[src/rtl/frame_buffer_reader_if.sv]
// Bus bundle for frame_buffer_reader: Avalon-MM read master side
// and Avalon-ST RGB pixel stream side.
interface frame_buffer_reader_if #(
    parameter int ADDR_W = 32
);
    logic [ADDR_W-1:0] m_address;
    logic              m_read;
    logic              m_waitrequest;
    logic [31:0]       m_readdata;
    logic              m_readdatavalid;
    logic [23:0]       st_data;
    logic              st_valid;
    logic              st_ready;
    logic              st_sop;
    logic              st_eop;

    modport master (
        output m_address, m_read,
        input  m_waitrequest, m_readdata, m_readdatavalid,
        output st_data, st_valid, st_sop, st_eop,
        input  st_ready
    );

    modport slave (
        input  m_address, m_read,
        output m_waitrequest, m_readdata, m_readdatavalid,
        input  st_data, st_valid, st_sop, st_eop,
        output st_ready
    );
endinterface

[src/rtl/frame_buffer_reader.sv]
// Frame buffer reader: Avalon-MM read master feeding a pixel FIFO
// that drives an Avalon-ST RGB stream with sop/eop framing.
module frame_buffer_reader #(
    parameter int ADDR_W     = 32,
    parameter int H_RES      = 640,
    parameter int V_RES      = 480,
    parameter int FIFO_DEPTH = 32
) (
    input  logic                  clk,
    input  logic                  reset_n,
    input  logic                  enable,
    input  logic [ADDR_W-1:0]     buffer_base,
    frame_buffer_reader_if.master bus,
    output logic                  busy,
    output logic                  frame_done,
    output logic                  underflow
);

    localparam int N  = H_RES * V_RES;
    localparam int CW = $clog2(N + 1);
    localparam int FW = $clog2(FIFO_DEPTH + 1);
    localparam int PW = $clog2(FIFO_DEPTH);
    localparam logic [CW-1:0] N_TOTAL = CW'(N);
    localparam logic [CW-1:0] N_LAST  = CW'(N - 1);
    localparam logic [FW:0]   DEPTH_C = (FW + 1)'(FIFO_DEPTH);

    typedef enum logic {S_IDLE, S_RUN} state_t;

    state_t            r_state;
    state_t            w_next;
    logic [ADDR_W-1:0] r_addr;
    logic [CW-1:0]     r_issued;
    logic [CW-1:0]     r_popped;
    logic [FW-1:0]     r_out;
    logic [FW-1:0]     r_count;
    logic [PW-1:0]     r_wp;
    logic [PW-1:0]     r_rp;
    logic [23:0]       r_mem [FIFO_DEPTH];
    logic              r_underflow;

    logic          w_read;
    logic          w_issue;
    logic          w_push;
    logic          w_pop;
    logic          w_empty;
    logic          w_last;
    logic          w_done;
    logic          w_start;
    logic          w_under;
    logic [FW:0]   w_credit;
    logic          w_unused;

    assign w_unused = ^bus.m_readdata[31:24];

    assign w_empty  = (r_count == '0);
    assign w_push   = bus.m_readdatavalid && (r_state == S_RUN);
    assign w_pop    = !w_empty && bus.st_ready;
    assign w_last   = (r_popped == N_LAST);
    assign w_done   = w_pop && w_last;
    assign w_start  = enable && ((r_state == S_IDLE) || w_done);
    assign w_issue  = w_read && !bus.m_waitrequest;
    // Reads in flight plus buffered words never exceed the FIFO size
    assign w_credit = {1'b0, r_count} + {1'b0, r_out};
    assign w_under  = (r_state == S_RUN) && (r_popped != '0) &&
                      (r_popped < N_TOTAL) && bus.st_ready && w_empty;

    always_ff @(posedge clk or negedge reset_n) begin
        if (!reset_n) r_state <= S_IDLE;
        else          r_state <= w_next;
    end

    always_comb begin
        w_next = r_state;
        unique case (r_state)
            S_IDLE: if (enable) w_next = S_RUN;
            S_RUN:  if (w_done && !enable) w_next = S_IDLE;
        endcase
    end

    always_comb begin
        busy   = 1'b0;
        w_read = 1'b0;
        unique case (r_state)
            S_IDLE: ;
            S_RUN: begin
                busy   = 1'b1;
                w_read = (r_issued < N_TOTAL) && (w_credit < DEPTH_C);
            end
        endcase
        frame_done = w_done;
    end

    always_ff @(posedge clk or negedge reset_n) begin
        if (!reset_n) begin
            r_addr      <= '0;
            r_issued    <= '0;
            r_popped    <= '0;
            r_out       <= '0;
            r_underflow <= 1'b0;
        end else if (w_start) begin
            r_addr      <= buffer_base;
            r_issued    <= '0;
            r_popped    <= '0;
            r_out       <= '0;
            r_underflow <= 1'b0;
        end else begin
            if (w_issue) begin
                r_addr   <= r_addr + ADDR_W'(4);
                r_issued <= r_issued + CW'(1);
            end
            if (w_pop) r_popped <= r_popped + CW'(1);
            r_out <= r_out + FW'(w_issue) - FW'(w_push);
            if (w_under) r_underflow <= 1'b1;
        end
    end

    always_ff @(posedge clk or negedge reset_n) begin
        if (!reset_n) begin
            r_wp    <= '0;
            r_rp    <= '0;
            r_count <= '0;
        end else begin
            if (w_push) r_wp <= r_wp + PW'(1);
            if (w_pop)  r_rp <= r_rp + PW'(1);
            case ({w_push, w_pop})
                2'b10:   r_count <= r_count + FW'(1);
                2'b01:   r_count <= r_count - FW'(1);
                default: ;
            endcase
        end
    end

    always_ff @(posedge clk) begin
        if (w_push) r_mem[r_wp] <= bus.m_readdata[23:0];
    end

    assign bus.m_read    = w_read;
    assign bus.m_address = r_addr;
    assign bus.st_valid  = !w_empty;
    assign bus.st_data   = w_empty ? 24'h0 : r_mem[r_rp];
    assign bus.st_sop    = !w_empty && (r_popped == '0);
    assign bus.st_eop    = !w_empty && w_last;
    assign underflow     = r_underflow;

endmodule

[src/flat_wrapper.sv]
// flat-port wrapper written by rule: the top's interface ports become plain ports
module frame_buffer_reader_flat 
#(
    parameter int ADDR_W     = 32,
    parameter int H_RES      = 640,
    parameter int V_RES      = 480,
    parameter int FIFO_DEPTH = 32
)
  (clk, reset_n, enable, buffer_base, busy, frame_done, underflow, bus_m_address, bus_m_read, bus_m_waitrequest, bus_m_readdata, bus_m_readdatavalid, bus_st_data, bus_st_valid, bus_st_sop, bus_st_eop, bus_st_ready);
  frame_buffer_reader_if #(.ADDR_W(ADDR_W)) bus_i ();
  input  logic clk;
  input  logic reset_n;
  input  logic enable;
  input  logic [ADDR_W-1:0] buffer_base;
  output logic busy;
  output logic frame_done;
  output logic underflow;
  output wire logic [$bits(bus_i.m_address)-1:0] bus_m_address;
  output wire logic [$bits(bus_i.m_read)-1:0] bus_m_read;
  input wire logic [$bits(bus_i.m_waitrequest)-1:0] bus_m_waitrequest;
  input wire logic [$bits(bus_i.m_readdata)-1:0] bus_m_readdata;
  input wire logic [$bits(bus_i.m_readdatavalid)-1:0] bus_m_readdatavalid;
  output wire logic [$bits(bus_i.st_data)-1:0] bus_st_data;
  output wire logic [$bits(bus_i.st_valid)-1:0] bus_st_valid;
  output wire logic [$bits(bus_i.st_sop)-1:0] bus_st_sop;
  output wire logic [$bits(bus_i.st_eop)-1:0] bus_st_eop;
  input wire logic [$bits(bus_i.st_ready)-1:0] bus_st_ready;
  assign bus_m_address = bus_i.m_address;
  assign bus_m_read = bus_i.m_read;
  assign bus_i.m_waitrequest = bus_m_waitrequest;
  assign bus_i.m_readdata = bus_m_readdata;
  assign bus_i.m_readdatavalid = bus_m_readdatavalid;
  assign bus_st_data = bus_i.st_data;
  assign bus_st_valid = bus_i.st_valid;
  assign bus_st_sop = bus_i.st_sop;
  assign bus_st_eop = bus_i.st_eop;
  assign bus_i.st_ready = bus_st_ready;
  frame_buffer_reader #(.ADDR_W(ADDR_W), .H_RES(H_RES), .V_RES(V_RES), .FIFO_DEPTH(FIFO_DEPTH)) u_core (.clk(clk), .reset_n(reset_n), .enable(enable), .buffer_base(buffer_base), .bus(bus_i), .busy(busy), .frame_done(frame_done), .underflow(underflow));
endmodule
[config.mk]
export PLATFORM = sky130hd
export DESIGN_NAME = frame_buffer_reader_flat
export DESIGN_NICKNAME = d
export VERILOG_FILES = /design/src/rtl/frame_buffer_reader_if.sv /design/src/rtl/frame_buffer_reader.sv /design/src/flat_wrapper.sv
export SDC_FILE = /design/constraint.sdc
export NUM_CORES = 1
export LEC_CHECK = 0
export CELL_PAD_IN_SITES_DETAIL_PLACEMENT = 0
export CELL_PAD_IN_SITES_GLOBAL_PLACEMENT = 1
export CORE_MARGIN = 2
export CORE_UTILIZATION = 40
export DETAILED_ROUTE_END_ITERATION = 10
export GPL_ROUTABILITY_DRIVEN = 0
export PLACE_DENSITY_LB_ADDON = 0.15
export SLEW_MARGIN = 20
export SYNTH_ARGS = -nofsm -noshare
export SYNTH_HDL_FRONTEND = slang
export SYNTH_SLANG_ARGS = --single-unit
[constraint.sdc]
create_clock -name clk -period 7.6 [get_ports clk]
set_input_delay 0.76 -clock clk [delete_from_list [all_inputs] [get_ports clk]]
set_output_delay 0.76 -clock clk [all_outputs]
set_load 0.02 [all_outputs]
==> results_dict.tcl <==
set metrics [dict create \
    synth-main-ff-cell "edfxtp_1" \
    hpwlAfterDp_um 45000 \
    crit_path_cell_trace "buf_4, mux4_2, mux4_2, inv_1, o22ai_1, clkdlybuf4s50_1" \
    clkLatencyLatePin_ps 660 \
    cts_buffers 94 \
    startpoint_type "register" \
    grt_util_all_layers 0.194 \
    ys_ff_latch 862 \
    drc_errors 0 \
    syn-instance-count 1780 \
    ys_seq_area_frac 0.733 \
    p_per_area_mw_per_mm2 367 \
    diodes 0 \
    initial_core_util 0.405 \
    power_mw 14.9 \
    stdcell_area_sq_mm 0.0407 \
    portBuffers 124 \
    syn_nets 1877 \
    setup_viol_count_final 0 \
    whs_ps 85.5 \
    cp-end-kind "primary output" \
    reg2reg_slack_ps 4380 \
    clock_skew_ps 50.9 \
    drt.antenna.violating_nets 0 \
    fmax_ghz 0.199 \
    viasPerCell 5.58 \
    dpl_cell_area_sq_mm 0.0376 \
    rows 107 \
    grt_max_degree 102 \
    core_area_sq_mm 0.0855 \
    layout.nets 2047 \
    drv_cap 0 \
    grt_pass1_vias 18300 \
    post_cts_buffers 0 \
    pre_cts_ws_ps 3100 \
    wirelength_um 85800 \
    via_count 17700 \
    slew_violations 0 \
    layout-drive-gt1-share 0.239 \
    yosysUniqueCellTypes 52 \
    critPathKind "register to primary output" \
    die_y_um 298 \
    synth-edff-count 768 \
    worst_ep_required_time_ps 6840 \
    holdCritPathClass "input pin to asynchronous set/reset pin" \
    dr.pass1.iters 5 \
    synthArstFlopShare 0.109 \
    postCtsResizedCells 0 \
    yosysWarnings 0 \
    slowest_stage "dfrtp_4" \
    hold_violations 0 \
    worstMarginPinSlew_ps 1100 \
    cts_max_level 3 \
    wire_per_inst_um 27.1 \
    period_needed_ps 5010 \
    p_leak_nw 13.3 \
    hold_buffers 0 \
    clk_pin_slew_ps 60 \
    placed_cells 2997 \
    die-width_um 298 \
    slowest_delay_ps 990 \
    first_iter_violations 1744 \
    maxSlewHeadroom 0.269 \
    worst_slack_ps 2590 \
    cp_max_fo 38 \
    dieArea_sq_mm 0.0891 \
    outcome "finished, final reports clean" \
    rsz0062_at_grt "false" \
    clkSinkCount 862 \
    clock_path_buffers 3 \
    period_share 0.660 \
    ios 133 \
    antenna_found_initial 1 \
    finish.utilization 0.476 \
    final_cells 3168 \
    grt_pass1_wl_um 126000 \
    synth.cell_area_sq_mm 0.0347 \
    synth.avg_cell_area_sq_um 19.5 \
    fin_tns_setup_ps 0 \
    ir_drop_uv 251 \
    crit_top_cell "mux4_2" \
    cts_tree "yes" \
    gr-total-overflow 0 \
    cp.arrival_ps 4250 \
    cts_root_buf "clkbuf_16" \
    area_delta_synth_final_pct 17.5 \
]
## routing by layer
metal  part of all wire  vias to the layer above  GRT usage
met1               0.44                     9522      0.275
li1                   -                     7569          -
met5                  0                        -          0
met2               0.49                      468      0.314
met4              0.024                        0     0.0531
met3              0.048                      133     0.0292
## cell usage after synthesis (5+ instances only)
cell type | count | area [sq um]
and3_1 | 10 | 62.6
o2111ai_1 | 6 | 52.6
nor2_1 | 92 | 345
nor4b_1 | 6 | 52.6
buf_1 | 7 | 26.3
a31oi_1 | 9 | 56.3
o31ai_1 | 6 | 45.0
xnor2_1 | 42 | 368
dfrtp_1 | 94 | 2350
nand2_1 | 61 | 229
or4_1 | 7 | 52.6
o21ai_0 | 38 | 190
ha_1 | 25 | 313
o22ai_1 | 24 | 150
inv_1 | 72 | 270
and4_1 | 12 | 105
nand4_1 | 23 | 144
clkbuf_1 | 70 | 263
a21oi_1 | 26 | 130
nor4_1 | 24 | 150
nand3_1 | 19 | 95.1
or3_1 | 14 | 87.6
edfxtp_1 | 768 | 23100
mux4_2 | 240 | 5410
nor3_1 | 5 | 25.0
xor2_1 | 22 | 193
buf_2 | 18 | 90.1
## kinds of logic (layout without fill, tap and decap cells)
| family | after synthesis | in the layout | share of synthesized area |
|---|---|---|---|
| AO/OA/AOI/OAI | 124 | 124 | 0.0222 |
| XOR/XNOR | 64 | 64 | 0.0162 |
| adder cells (fa/ha/maj) | 27 | 27 | 0.0102 |
| buffers and inverters | 169 | 413 | 0.0190 |
| flip-flops | 862 | 862 | 0.733 |
| multiplexers | 243 | 243 | 0.157 |
| AND/OR/NAND/NOR | 291 | 291 | 0.0429 |
## registers in the layout, summed over array words and instances, names as in the netlist
register,cells
u_core.r_mem,768
u_core.bus.m_address,32
u_core.r_issued,19
u_core.r_popped,19
u_core.r_count,6
u_core.r_out,6
u_core.r_rp,5
u_core.r_wp,5
u_core.r_state,1
u_core.underflow,1
## critical path, delay by kind of cell, from the launching register on
| kind | cells | cell delay [ps] |
|---|---|---|
| AO/OA/AOI/OAI | 1 | 90 |
| flip-flops | 1 | 990 |
| multiplexers | 2 | 1070 |
| buffers and inverters | 3 | 1440 |
## area by class of cell
type                       instances  area (sq um)
clock buffer                     108          2470
multi-input combinational        749          8880
clock inverter                    62           641
fill                            7108         44800
tap                             1144          1430
inverter                          73           274
sequential                       862         25400
timing repair buffer             170          1620
## worst paths after layout
check | from | to | cells after the start
worst max-delay path | u_core.r_rp[0]$_DFFE_PN0P_ | bus_st_data[18] | 6
worst min-delay path | reset_n | u_core.r_wp[1]$_DFFE_PN0P_ | 1
worst max register to register | u_core.r_count[5]$_DFFE_PN0P_ | u_core.r_out[5]$_DFF_PN0_ | 11
worst min register to register | u_core.bus.m_address[0]$_DFFE_PN0P_ | u_core.bus.m_address[0]$_DFFE_PN0P_ | 2
max in group asynchronous | reset_n | u_core.bus.m_address[29]$_DFFE_PN0P_ | 2
min in group clk | u_core.bus.m_address[0]$_DFFE_PN0P_ | u_core.bus.m_address[0]$_DFFE_PN0P_ | 2
## layout by cell type (no fill, tap or decap), types with 18 or more instances in the layout
cell | netlist | layout
edfxtp_1 | 768 | 768
mux4_2 | 240 | 240
clkdlybuf4s50_1 | 0 | 118
clkbuf_16 | 0 | 97
dfrtp_1 | 94 | 90
inv_1 | 72 | 72
nand2_1 | 61 | 61
nor2_1 | 92 | 60
buf_4 | 0 | 43
xnor2_1 | 42 | 42
o21ai_0 | 38 | 38
nor2_4 | 0 | 32
clkinv_2 | 0 | 27
a21oi_1 | 26 | 25
ha_1 | 25 | 25
nor4_1 | 24 | 24
o22ai_1 | 24 | 24
nand4_1 | 23 | 23
xor2_1 | 22 | 22
nand3_1 | 19 | 19
clkinv_1 | 1 | 18
## power breakdown
part,switching [mW],total (mW),leakage [nW],internal [mW]
clock,1.88,4.59,1.53,2.70
sequential,0.412,5.96,8.09,5.55
combinational,2.27,4.39,3.68,2.12
total,4.56,14.9,13.3,10.4
Note: power is estimated with default switching activity, not from simulation.
